[src/rtl/rom_burst_reader.sv]
// rom_burst_reader: parametrised synchronous ROM serving single/burst reads through a 2-entry valid/ready output buffer.
// Build macro ROM_PARITY_EN adds rd_par_o, the even parity of each word, carried alongside the data.
module rom_burst_reader #(
    parameter int                                DATA_W    = 16,
    parameter int                                ADDR_W    = 3,
    parameter int                                LEN_W     = 4,
    parameter string                             INIT_FILE = "rom_init.mem",
    parameter logic [(2**ADDR_W)*DATA_W-1:0]     INIT_DATA = '0
) (
    input  logic              clk_i,
    input  logic              rst_i,
    input  logic              cs_i,
    input  logic              req_valid_i,
    output logic              req_ready_o,
    input  logic [ADDR_W-1:0] req_addr_i,
    input  logic [LEN_W-1:0]  req_len_i,
    input  logic              req_wrap_i,
    output logic              rd_valid_o,
    input  logic              rd_ready_i,
    output logic [DATA_W-1:0] rd_data_o,
    output logic              rd_last_o,
    output logic              busy_o
`ifdef ROM_PARITY_EN
   ,output logic              rd_par_o
`endif
);
    localparam int DEPTH = 2**ADDR_W;

    // state   | meaning
    // S_IDLE  | waiting for a request (earlier beats may still be draining)
    // S_BURST | issuing one array read per cycle while buffer space allows
    typedef enum logic {S_IDLE, S_BURST} state_t;

    logic [DATA_W-1:0] rom_mem [DEPTH];

    // ROM image taken from INIT_DATA.
    initial begin
        for (int i = 0; i < DEPTH; i++) rom_mem[i] = INIT_DATA[i*DATA_W +: DATA_W];
    end

    state_t            state_q;
    logic [ADDR_W-1:0] addr_q;
    logic [LEN_W-1:0]  rem_q;
    logic              wrap_q;
    logic              infl_q;
    logic [DATA_W-1:0] infl_data_q;
    logic              infl_last_q;
    logic [DATA_W-1:0] fifo_data_q [2];
    logic [1:0]        fifo_last_q;
    logic              wr_ptr_q;
    logic              rd_ptr_q;
    logic [1:0]        count_q;
    logic [1:0]        count_d;
`ifdef ROM_PARITY_EN
    logic              infl_par_q;
    logic [1:0]        fifo_par_q;
`endif

    logic       req_fire;
    logic       pop;
    logic       push;
    logic       issue;
    logic       last_issue;
    logic [2:0] occ;

    assign req_ready_o = cs_i && (state_q == S_IDLE) && !rst_i;
    assign req_fire    = req_valid_i && req_ready_o;
    assign rd_valid_o  = (count_q != 2'd0);
    assign rd_data_o   = fifo_data_q[rd_ptr_q];
    assign rd_last_o   = fifo_last_q[rd_ptr_q];
    assign busy_o      = (state_q == S_BURST) || infl_q || (count_q != 2'd0);
`ifdef ROM_PARITY_EN
    assign rd_par_o    = fifo_par_q[rd_ptr_q];
`endif

    // Buffer occupancy counts the read in flight, so the FIFO can never overflow.
    assign pop        = rd_valid_o && rd_ready_i;
    assign push       = infl_q;
    assign occ        = {1'b0, count_q} + {2'b00, infl_q};
    assign issue      = (state_q == S_BURST) && (occ < (3'd2 + {2'b00, pop}));
    assign last_issue = (rem_q == '0) || ((&addr_q) && !wrap_q);
    assign count_d    = count_q + {1'b0, push} - {1'b0, pop};

    always_ff @(posedge clk_i) begin
        if (rst_i) begin
            state_q        <= S_IDLE;
            addr_q         <= '0;
            rem_q          <= '0;
            wrap_q         <= 1'b0;
            infl_q         <= 1'b0;
            infl_data_q    <= '0;
            infl_last_q    <= 1'b0;
            fifo_data_q[0] <= '0;
            fifo_data_q[1] <= '0;
            fifo_last_q    <= '0;
            wr_ptr_q       <= 1'b0;
            rd_ptr_q       <= 1'b0;
            count_q        <= '0;
`ifdef ROM_PARITY_EN
            infl_par_q     <= 1'b0;
            fifo_par_q     <= '0;
`endif
        end else begin
            case (state_q)
                S_IDLE: begin
                    if (req_fire) begin
                        addr_q  <= req_addr_i;
                        rem_q   <= req_len_i;
                        wrap_q  <= req_wrap_i;
                        state_q <= S_BURST;
                    end
                end
                S_BURST: begin
                    if (issue) begin
                        addr_q <= addr_q + ADDR_W'(1);
                        rem_q  <= rem_q - LEN_W'(1);
                        if (last_issue) state_q <= S_IDLE;
                    end
                end
                default: state_q <= S_IDLE;
            endcase

            infl_q <= issue;
            if (issue) begin
                infl_data_q <= rom_mem[addr_q];
                infl_last_q <= last_issue;
`ifdef ROM_PARITY_EN
                infl_par_q  <= ^rom_mem[addr_q];
`endif
            end

            if (push) begin
                fifo_data_q[wr_ptr_q] <= infl_data_q;
                fifo_last_q[wr_ptr_q] <= infl_last_q;
`ifdef ROM_PARITY_EN
                fifo_par_q[wr_ptr_q]  <= infl_par_q;
`endif
                wr_ptr_q <= ~wr_ptr_q;
            end
            if (pop) rd_ptr_q <= ~rd_ptr_q;
            count_q <= count_d;
        end
    end
endmodule

[config.mk]
export PLATFORM = sky130hd
export DESIGN_NAME = rom_burst_reader
export DESIGN_NICKNAME = d
export VERILOG_FILES = /design/src/rtl/rom_burst_reader.sv
export SDC_FILE = /design/constraint.sdc
export NUM_CORES = 1
export LEC_CHECK = 0
export ABC_AREA = 1
export BUFFER_PORTS_ARGS = -buffer_cell sky130_fd_sc_hd__buf_4
export CAP_MARGIN = 20
export CORE_MARGIN = 5
export CORE_UTILIZATION = 50
export DETAILED_ROUTE_END_ITERATION = 8
export GPL_ROUTABILITY_DRIVEN = 0
export PLACE_DENSITY = 0.78
export SLEW_MARGIN = 20
export SYNTH_ARGS = -nofsm -noshare
export SYNTH_HDL_FRONTEND = slang
export SYNTH_SLANG_ARGS = --single-unit
[constraint.sdc]
create_clock -name clk_i -period 1.8 [get_ports clk_i]
set_input_delay 0.09 -clock clk_i [delete_from_list [all_inputs] [get_ports clk_i]]
set_output_delay 0.09 -clock clk_i [all_outputs]
set_load 0.005 [all_outputs]
==> flow_summary.toml <==
[cts]
numCtsBuffers = 3
cts_setup_buffers = 0
clock_path_buffers = 2
cts.hold.buffers_added = 0
cts_resized = 0
cts_tree = "built"
path_clk_slew_ns = 0.10
cts_sinks = 17
htree_levels = 1
clk_latency_ns = 0.29
cts_root_buf = "clkbuf_4"

[synthesis]
syn_area_um2 = 1120
yosys_warnings = 0
synth_seq_area_share_pct = 30.3
ys_types = 22
ys_ff_latch = 17
netlist_instances = 159
avgSynthCellArea_um2 = 7.07

[layout]
final_area_um2 = 1210
nets = 196
n_antenna_cell = 0
final_core_utilization_pct = 55.8
final_cells = 202
layout-drive-gt1-share_pct = 16.7
area_growth_pct = 7.56

[worst_setup_path]
ff2ff_path_depth = 10
timing.rr.start = "count_q[1]"
crit_required_ns = 1.99
path_class = "register to register"
critPathLaunch = "count_q[1]"
crit_path_start_kind = "register"
crit_fanout = 3
crit_arrival_ns = 1.65
cp-end-kind = "register"
reg2reg_slack_ns = 0.33

[detailed_routing]
via_per_inst = 4.74
vias = 957
drc = 0
wire_per_inst_um = 10.2
drt-initial-drc-count = 28
ant_nets = 0
wl_um = 2070
dr.pass1.iters = 4

[job]
drv_cap = 0

[sta]
rsz0062_at_grt = "false"
setup_violations = 0
finClkSkew_ns = 0.00666
hold_viol = 0
clock.fmax_mhz = 682
finalCriticalPeriod_ns = 1.47
fin_crit_sh_pct = 81.4
hold_slack_ns = 0.0295
drv_slew = 0
fin_ws_ns = 0.334
final.setup.tns_ns = 0

[global_route]
grt_max_degree = 18
grt_pass1_vias = 915
grt_pass1_wl_um = 3580
grt_use_total_pct = 13.6
antenna_found_initial = 0
grt.overflow.total = 0

[power]
ir_drop_uv = 651
power.leakage_nw = 0.664
p_per_area_nw_per_um2 = 930
p_total_mw = 1.13

[floorplanning]
core_um2 = 2170
io_pins = 33
die_height_um = 57.4
rows = 17
initial_utilization_pct = 51.8
die_area_um2 = 3300
die_x_um = 57.4

[worst_hold_path]
hp-class = "input pin to register"
hold_start = "rst_i"
worstHoldPathCells = 2

[placed_design]
placedCellCount = 198
postPlaceCellArea_um2 = 1180
hpwl_um = 1660
dp_slack_ns = 0.342
io_buffers = 16

[outcome]
status = "completed"
registers in the layout (all words and copies together), names as in the netlist:
register / count
rem_q: 4
addr_q: 3
count_q: 2
fifo_last_q: 2
infl_last_q: 1
infl_q: 1
rd_ptr_q: 1
state_q: 1
wr_ptr_q: 1
wrap_q: 1
Yosys cell counts:
cell	number	area, um2
nand3_2	1	10.0
conb_1	1	3.75
nand2_4	3	33.8
nor3_1	2	10.0
a21oi_1	12	60.1
nand4_1	1	6.26
nand2_2	2	12.5
nor2_1	15	56.3
o21ai_1	1	5.00
o21ai_0	8	40.0
buf_2	2	10.0
buf_6	2	22.5
xnor2_1	1	8.76
or2_2	1	6.26
dfxtp_1	17	340
buf_4	16	120
nand2_1	32	120
inv_4	1	6.26
nand3_1	11	55.1
ha_1	8	100
inv_1	20	75.1
nor2_4	2	22.5
placed cells by master (no fill, tap or decap), types with 3 or more instances in the layout:
master	instances
inv_1	20
nor2_1	15
nand2_4	3
buf_4	16
conb_1	16
o21ai_0	8
nand2_1	32
nand3_1	11
clkbuf_4	3
dfxtp_1	17
ha_1	8
a21oi_1	12
worst paths after layout:
kind,end
max,count_q[1]
min,count_q[0]
max reg2reg,count_q[1]
min reg2reg,wrap_q
worst max-delay path, cell delays in order, from the launching register on:
cell and delay (ns):
dfxtp_1 0.35, inv_1 0.09, nand2_2 0.06, nand2_1 0.10, inv_1 0.05, ha_1 0.27
inv_1 0.05, ha_1 0.13, inv_1 0.05, o21ai_0 0.15, a21oi_1 0.06
area by class of cell:
type / instances / area (um2)
fillers: 222 / 960
flip-flops and latches: 17 / 340
well taps: 28 / 35.0
inverters: 21 / 81.3
multi-input cells: 116 / 607
repair buffers: 16 / 120
clock buffers: 4 / 26.3
metal layers:
metal / share of wire [%] / vias to the layer above / GRT usage, %
li1: - / 498 / -
met2: 54 / 20 / 25.0
met1: 39 / 437 / 14.6
met5: 0 / - / 0
met4: 0.48 / 0 / 3.97
met3: 5.9 / 2 / 4.52
cells by family (layout without fill, tap and decap cells):
kind of cell / Yosys count / count (layout) / synth area share [%]
AND/OR/NAND/NOR: 70 / 70 / 29.6
other: 1 / 16 / 0.333
buffers and inverters: 41 / 41 / 20.8
AO/OA/AOI/OAI: 21 / 21 / 9.34
XOR/XNOR: 1 / 1 / 0.779
flip-flops: 17 / 17 / 30.3
adder cells (fa/ha/maj): 8 / 8 / 8.90
report_power, final:
| part | leakage, nW | internal, mW | total [mW] | switching, mW |
|---|---|---|---|---|
| Sequential | 0.139 | 0.435 | 0.476 | 0.0410 |
| Combinational | 0.510 | 0.204 | 0.448 | 0.245 |
| Clock | 0.0150 | 0.0861 | 0.201 | 0.115 |
No activity file was read; power rests on OpenSTA's default activity.
